--- config.mk ---
export PLATFORM = sky130hd
export DESIGN_NAME = rs_issue_arbiter_flat
export DESIGN_NICKNAME = d
export VERILOG_FILES = /design/src/rtl/rs_issue_arbiter_if.sv /design/src/rtl/rs_issue_arbiter.sv /design/src/flat_wrapper.sv
export SDC_FILE = /design/constraint.sdc
export NUM_CORES = 1
export LEC_CHECK = 0
export ABC_AREA = 0
export BUFFER_PORTS_ARGS = -buffer_cell sky130_fd_sc_hd__buf_2
export CAP_MARGIN = 20
export CORE_MARGIN = 5
export CORE_UTILIZATION = 40
export CTS_CLUSTER_DIAMETER = 100
export DETAILED_ROUTE_END_ITERATION = 6
export PLACE_DENSITY = 0.73
export SLEW_MARGIN = 30
export SYNTH_ARGS = -nofsm -noshare
export SYNTH_HDL_FRONTEND = slang
export SYNTH_SLANG_ARGS = --single-unit
--- constraint.sdc ---
create_clock -name in_clk -period 1.5 [get_ports in_clk]
set_input_delay 0.15 -clock in_clk [delete_from_list [all_inputs] [get_ports in_clk]]
set_output_delay 0.15 -clock in_clk [all_outputs]
set_load 0.05 [all_outputs]
--- src/rtl/rs_issue_arbiter_if.sv ---
// rs_issue_arbiter_if: request/issue bundle between the RS wrapper and the issue arbiter.
interface rs_issue_arbiter_if;
    logic in_alu_has_ready;
    logic in_ls_has_ready;
    logic in_fu_alu_ready;
    logic in_ls_done;
    logic in_rob_is_mispred;
    logic out_alu_start;
    logic out_ls_start;
    logic out_alu_stall;
    logic out_ls_busy;
    logic out_ls_discard;
    modport master (
        output in_alu_has_ready, in_ls_has_ready, in_fu_alu_ready, in_ls_done, in_rob_is_mispred,
        input  out_alu_start, out_ls_start, out_alu_stall, out_ls_busy, out_ls_discard
    );
    modport slave (
        input  in_alu_has_ready, in_ls_has_ready, in_fu_alu_ready, in_ls_done, in_rob_is_mispred,
        output out_alu_start, out_ls_start, out_alu_stall, out_ls_busy, out_ls_discard
    );
endinterface

--- src/rtl/rs_issue_arbiter.sv ---
// rs_issue_arbiter: one-issue-per-cycle arbiter between ALU and LS RS, with LS occupancy FSM,
// ALU anti-starvation and post-mispredict issue blocking. RS_ARB_PERF_CNT_EN adds a conflict counter.
module rs_issue_arbiter #(
    parameter int STARVE_LIMIT = 3,
    parameter int STARVE_W     = 4,
    parameter int FLUSH_CYCLES = 2
) (
    input  logic               in_clk,
    input  logic               in_rst,
`ifdef RS_ARB_PERF_CNT_EN
    output logic [31:0]        out_conflict_cnt,
`endif
    rs_issue_arbiter_if.slave  bus
);
    typedef enum logic [1:0] {LS_IDLE, LS_BUSY, LS_DRAIN} ls_state_t;
    ls_state_t state, state_nxt;
    logic [STARVE_W-1:0] starve_cnt, starve_nxt;
    logic [3:0] flush_cnt, flush_nxt;
    logic flush_blk, alu_elig, ls_elig, starved, alu_grant, ls_grant;
    always_comb begin
        flush_blk  = bus.in_rob_is_mispred | (flush_cnt != 4'd0);
        alu_elig   = bus.in_alu_has_ready & bus.in_fu_alu_ready & ~flush_blk;
        ls_elig    = bus.in_ls_has_ready & (state == LS_IDLE) & ~flush_blk;
        starved    = starve_cnt == STARVE_W'(STARVE_LIMIT);
        alu_grant  = alu_elig & (~ls_elig | starved);
        ls_grant   = ls_elig & ~alu_grant;
        starve_nxt = alu_grant ? '0 : (alu_elig & ~starved) ? starve_cnt + STARVE_W'(1) : starve_cnt;
        flush_nxt  = bus.in_rob_is_mispred ? 4'(FLUSH_CYCLES) : (flush_cnt != 4'd0) ? flush_cnt - 4'd1 : flush_cnt;
        // A completion that coincides with the mispredict still belongs to a live op
        state_nxt  = (state == LS_IDLE) ? (ls_grant ? LS_BUSY : LS_IDLE) :
                     bus.in_ls_done ? LS_IDLE :
                     (state == LS_BUSY && bus.in_rob_is_mispred) ? LS_DRAIN : state;
    end
    always_ff @(posedge in_clk or posedge in_rst) begin
        if (in_rst) begin
            state             <= LS_IDLE;
            starve_cnt        <= '0;
            flush_cnt         <= 4'd0;
            bus.out_alu_start <= 1'b0;
            bus.out_ls_start  <= 1'b0;
            bus.out_alu_stall <= 1'b0;
        end else begin
            state             <= state_nxt;
            starve_cnt        <= starve_nxt;
            flush_cnt         <= flush_nxt;
            bus.out_alu_start <= alu_grant;
            bus.out_ls_start  <= ls_grant;
            bus.out_alu_stall <= alu_elig & ~alu_grant;
        end
    end
    assign bus.out_ls_busy    = state != LS_IDLE;
    assign bus.out_ls_discard = (state == LS_DRAIN) & bus.in_ls_done;
`ifdef RS_ARB_PERF_CNT_EN
    always_ff @(posedge in_clk or posedge in_rst) begin
        if (in_rst) out_conflict_cnt <= 32'd0;
        else if (alu_elig & ls_elig) out_conflict_cnt <= out_conflict_cnt + 32'd1;
    end
`endif
endmodule

--- src/flat_wrapper.sv ---
// flat-port wrapper written by rule: the top's interface ports become plain ports
module rs_issue_arbiter_flat 
#(
    parameter int STARVE_LIMIT = 3,
    parameter int STARVE_W     = 4,
    parameter int FLUSH_CYCLES = 2
)
  (in_clk, in_rst, bus_in_alu_has_ready, bus_in_ls_has_ready, bus_in_fu_alu_ready, bus_in_ls_done, bus_in_rob_is_mispred, bus_out_alu_start, bus_out_ls_start, bus_out_alu_stall, bus_out_ls_busy, bus_out_ls_discard);
  rs_issue_arbiter_if bus_i ();
  input  logic in_clk;
  input  logic in_rst;
  input wire logic [$bits(bus_i.in_alu_has_ready)-1:0] bus_in_alu_has_ready;
  input wire logic [$bits(bus_i.in_ls_has_ready)-1:0] bus_in_ls_has_ready;
  input wire logic [$bits(bus_i.in_fu_alu_ready)-1:0] bus_in_fu_alu_ready;
  input wire logic [$bits(bus_i.in_ls_done)-1:0] bus_in_ls_done;
  input wire logic [$bits(bus_i.in_rob_is_mispred)-1:0] bus_in_rob_is_mispred;
  output wire logic [$bits(bus_i.out_alu_start)-1:0] bus_out_alu_start;
  output wire logic [$bits(bus_i.out_ls_start)-1:0] bus_out_ls_start;
  output wire logic [$bits(bus_i.out_alu_stall)-1:0] bus_out_alu_stall;
  output wire logic [$bits(bus_i.out_ls_busy)-1:0] bus_out_ls_busy;
  output wire logic [$bits(bus_i.out_ls_discard)-1:0] bus_out_ls_discard;
  assign bus_i.in_alu_has_ready = bus_in_alu_has_ready;
  assign bus_i.in_ls_has_ready = bus_in_ls_has_ready;
  assign bus_i.in_fu_alu_ready = bus_in_fu_alu_ready;
  assign bus_i.in_ls_done = bus_in_ls_done;
  assign bus_i.in_rob_is_mispred = bus_in_rob_is_mispred;
  assign bus_out_alu_start = bus_i.out_alu_start;
  assign bus_out_ls_start = bus_i.out_ls_start;
  assign bus_out_alu_stall = bus_i.out_alu_stall;
  assign bus_out_ls_busy = bus_i.out_ls_busy;
  assign bus_out_ls_discard = bus_i.out_ls_discard;
  rs_issue_arbiter #(.STARVE_LIMIT(STARVE_LIMIT), .STARVE_W(STARVE_W), .FLUSH_CYCLES(FLUSH_CYCLES)) u_core (.in_clk(in_clk), .in_rst(in_rst), .bus(bus_i));
endmodule
Yosys cells after proc, flatten, opt, wreduce, memory -nomap -nowiden
Index checks and enable logic that the tools add are counted.

Reductions and logical operators: 7. Bitwise logic cells: 15. Mux-type cells: 8. Add/sub/neg operators: 2. Eq/ne operators: 3.

Operators with widths (number): $mux W4 (4); $and A1 B1 Y1 (9); $mux W2 (3); $reduce_bool A2 Y1 (3); $add A4 B1 Y4 const B (1); $eq A4 B2 Y1 const B (1); $not A1 Y1 (4); $reduce_bool A4 Y1 (1); $sub A4 B1 Y4 const B (1); $reduce_bool A3 Y1 (1); $eq A2 B1 Y1 const B (1); $eq A2 B2 Y1 const B (1); $logic_not A2 Y1 (1); $or A1 B1 Y1 (2); $logic_and A1 B1 Y1 (1); $mux W1 (1).

Bits of input ports: 7. Output and inout port bits: 5. Word-level logic and storage cells: 41. Register bits after elaboration: 13.

Longest topological paths before layout
Depth in word-level cells: 11. Depth in mapped cells: 5. Mapped depth without buffers: 5.

Worst setup path after synthesis
OpenSTA, ideal clock, no wires.

Path type: register -> register. Start point: reg u_core.flush_cnt[0]. End point: reg u_core.starve_cnt[3]. Buffers on the path: 0. Setup time: 0.124 ns. Path slack: -0.195 ns. Data arrival time: 1.571 ns. Stages on the path, launching flop included: 6. Clock period less this slack: 1.695 ns. Data required time: 1.376 ns. Path through: dfrtp_1 > inv_1 > ha_1 > or4b_4 > o21a_1 > a211o_2.

Longest elaborated chain between the ends: 8. Elaborated cells between the ends (all ways): 11. Those cells by class: mux (1); bitwise (8); reduce/logical (2).

Ends and longest elaborated chain: start: declaration (RTL line rs_issue_arbiter.sv:18) `logic [3:0] flush_cnt, flush_nxt;`; start signal: assignment (RTL line rs_issue_arbiter.sv:45) `flush_cnt <= flush_nxt;`; $reduce_bool A4 Y1 * (RTL line rs_issue_arbiter.sv:21) `flush_blk = bus.in_rob_is_mispred | (flush_cnt != 4'd0);`; $or A1 B1 Y1 * (RTL line rs_issue_arbiter.sv:21); $not A1 Y1 * (RTL line rs_issue_arbiter.sv:22, rs_issue_arbiter.sv:23); $and A1 B1 Y1 (RTL line rs_issue_arbiter.sv:23) `ls_elig = bus.in_ls_has_ready & (state == LS_IDLE) & ~flush_blk;`; $not A1 Y1 (RTL line rs_issue_arbiter.sv:25) `alu_grant = alu_elig & (~ls_elig | starved);`; $or A1 B1 Y1 (RTL line rs_issue_arbiter.sv:25); $and A1 B1 Y1 (RTL line rs_issue_arbiter.sv:25); $mux W4 or $reduce_bool A2 Y1 (tied branches); end signal: assignment (RTL line rs_issue_arbiter.sv:44) `starve_cnt <= starve_nxt;`; end: declaration (RTL line rs_issue_arbiter.sv:17) `logic [STARVE_W-1:0] starve_cnt, starve_nxt;`.

Every way passes the cells marked *; elsewhere a longest branch is shown, timed or not. A chain may end at the register's enable or synchronous reset.

Final worst setup path
Start point: reg u_core.flush_cnt[1]. End point: reg u_core.starve_cnt[3].

Same word-level chain as after synthesis.

==> run metrics <==
post-synthesis adder-cell area fraction=0.0383; Worst IR Drop VDD=880 uV; Required @ worst endpoint=1.67 ns; area of the core=1520 sq um; Cell Area, Synth=653 sq um; leakage power=0.476 nW; syn_nets=68; crit end category=flip-flop; Post-DRT Antenna Nets=0; Die Ht=50.4 microns; Max-slew headroom=0.663; largest net degree at the start of global routing=14; post-detail-place hpwl=1080 microns; Initial Utilization=0.429; proportion of layout cells with a drive suffix above 1=0.500; CP max stage delay=0.49 ns; Max clock buf depth=2; hold_ws=0.0490 ns; grt ovf=0; Setup TNS Final=-0.594 ns; Mean Syn Cell Area=11.1 sq um; crit path buf inv count=1; highest clock rate=601 MHz; total of max-cap violations=0; initial antenna violation count=0; clock latency on the worst-skew pair=0.27 ns; die span in x=50.4 microns; Tightest Pin Transition=0.505 ns; Power Dens Cells=1410 nW/um^2; Residual DRC=0; CTS HTree Levels=1; Via Count=594; crit-path max FO=3; Synth Area in Simple Gates=0.272; highest metal used=met3; drt wl/cell=13.4 microns; R2R Setup Slk=-0.16 ns; most area-hungry cell type in the Yosys netlist=dfrtp_1; TritonCTS clock tree=built; Syn Inst Count=59; multiplexer share of the synthesized area=0.0383; ys flop type=dfrtp_1; FF+latch count, synth=13; Synth area leaders=dfrtp_1, nor2_1, nor3b_1; Netlist cell types=29; fin nets=102; CP Cell Sequence=inv_2 > ha_4 > or4b_4 > o21a_1 > a211o_2; Placer Congestion=0.871; fin worst setup slack=-0.164 ns; kind of cell adding the most delay to the critical path=simple AND/OR/NAND/NOR gates; Commonest cells post-synth=dfrtp_1, nor2_1, inv_1, nor3b_1, a21oi_1; largest family of logic cells by synthesized area=simple AND/OR/NAND/NOR gates; vias in the first global route=557; WP data arrival=1.83 ns; row count=14; Antenna Diode Count=0; CTS root buf=clkbuf_4; Finish-stage setup viols=7; Hold WC Path Type=primary input to flip-flop; I/O Buffers=11; period utilization=1.11; Synth top area share=0.498; metal2 WL=754 microns; Die ar.=2540 sq um; DRC violation total after the first TritonRoute iteration=12; Hold Fails Final Rpt=0; Compound-Gate Fraction of Synth Area=0.117; TritonRoute pass-1 iters=3; sequential element share of the synthesized area=0.498; Multi-input gate area=363 sq um; CP startpoint kind=flip-flop; first-pass GRT wire length=2390 microns; Top Ports=12; Async SR Flop Fraction=1.00; Total GRT Usage=0.122; synthesis-to-finish area growth=45.4%; critical setup path kind=flip-flop to flip-flop; number of flops mapped to enable cells by yosys=0; count leader, synth=dfrtp_1; register area=325 sq um; Yosys Warn Count=0; DRT Wirelength=1440 microns; fin. max-slew vios=0; CTS buffer count=3; FILL cells=142; RSZ-0062 raised after global routing=yes; met1 WL=603 microns; Synth Area in XOR/XNOR=0.0134; minimum clock period=1.66 ns; clock skew=0.00398 ns; failing checks=setup timing; vias per cell=5.50; CTS Sinks=13; CTS clock-pin slew for the worst setup and hold paths=0.07 ns; Crit-path slowest cell=or4b_4; status=complete, but fails checks; Met3 Wirelength=86 microns
==> power by group <==
| group | internal (W) | switching (W) | total, W |
|---|---|---|---|
| sequential | 0.000422 | 0.0000427 | 0.000465 |
| clock | 0.000103 | 0.000107 | 0.000211 |
| combinational | 0.000360 | 0.000304 | 0.000664 |
==> cells by family (layout without fill, tap and decap cells) <==
family	count (synthesis)	in the layout
adders and majority gates	2	2
buffers and inverters	4	37
and+or+nand+nor	27	27
muxes	2	2
xor gates and xnor gates	1	1
DFF	13	13
AOI/OAI and AO/OA	10	10
==> worst register-to-register path: stages, from the launching register on <==
cell     delay (ns)
dfrtp_1        0.39
inv_2          0.09
ha_4           0.13
or4b_4         0.49
o21a_1         0.20
a211o_2        0.26
==> layout by cell type, fill, tap and decap left out, drive strengths merged, types with 2 or more instances in the layout <==
master,Yosys,final
a21oi,3,3
nor3b,4,4
inv,4,4
clkbuf,0,4
nor2,8,8
nand3,2,2
ha,2,2
nand2,2,2
buf,0,28
dfrtp,13,13
==> area by class of cell <==
cell class	count	area share
Inverter	4	0.0158
Timing Repair Buffer	29	0.211
Clock buffer	4	0.0277
Tap cell	16	0.0211
Multi-Input combinational cell	42	0.382
Sequential cell	13	0.343
==> final timing paths <==
kind | start | end | cells past startpoint
max | u_core.flush_cnt[1]$_DFFE_PP0P_ | u_core.starve_cnt[3]$_DFFE_PP0P_ | 5
min | bus_in_ls_done | u_core.state[1]$_DFFE_PP0P_ | 2
max reg2reg | u_core.flush_cnt[1]$_DFFE_PP0P_ | u_core.starve_cnt[3]$_DFFE_PP0P_ | 5
min reg2reg | u_core.starve_cnt[2]$_DFFE_PP0P_ | u_core.starve_cnt[2]$_DFFE_PP0P_ | 1
max in group asynchronous | in_rst | u_core.bus.out_alu_start$_DFF_PP0_ | 3
min in group asynchronous | in_rst | u_core.flush_cnt[0]$_DFFE_PP0P_ | 3
==> through the flow <==
stage,instance area (sq um),util,setup slack (ns),power (W),instances
after floorplan,662,-,-0.161,0.000803,59
after global placement,835,0.548,-0.173,0.000989,99
after detailed placement,835,0.548,-0.225,0.00101,99
after CTS,903,0.593,-0.178,0.00129,105
after global routing,950,0.623,-0.223,0.00145,108
final,950,0.623,-0.164,0.00134,108
==> sequential cells by signal (all words and copies together), names as in the netlist <==
register and count:
u_core.flush_cnt 4, u_core.starve_cnt 4, u_core.state 2, u_core.bus.out_alu_stall 1, u_core.bus.out_alu_start 1, u_core.bus.out_ls_start 1
==> per-layer routing <==
metal,up-vias,track usage
met1,297,0.138
met2,12,0.207
met5,-,0
li1,285,-
met3,0,0.0562
met4,0,0.0298
==> repair_timing <==
action,4_1_cts,5_1_grt
setup endpoints to repair,8,7
hold endpoints to repair,13,0
hold buffers,1,0
resized for setup,4,5
setup buffers,1,3
pin swaps,3,5
Note: power is estimated with default switching activity, not from simulation.
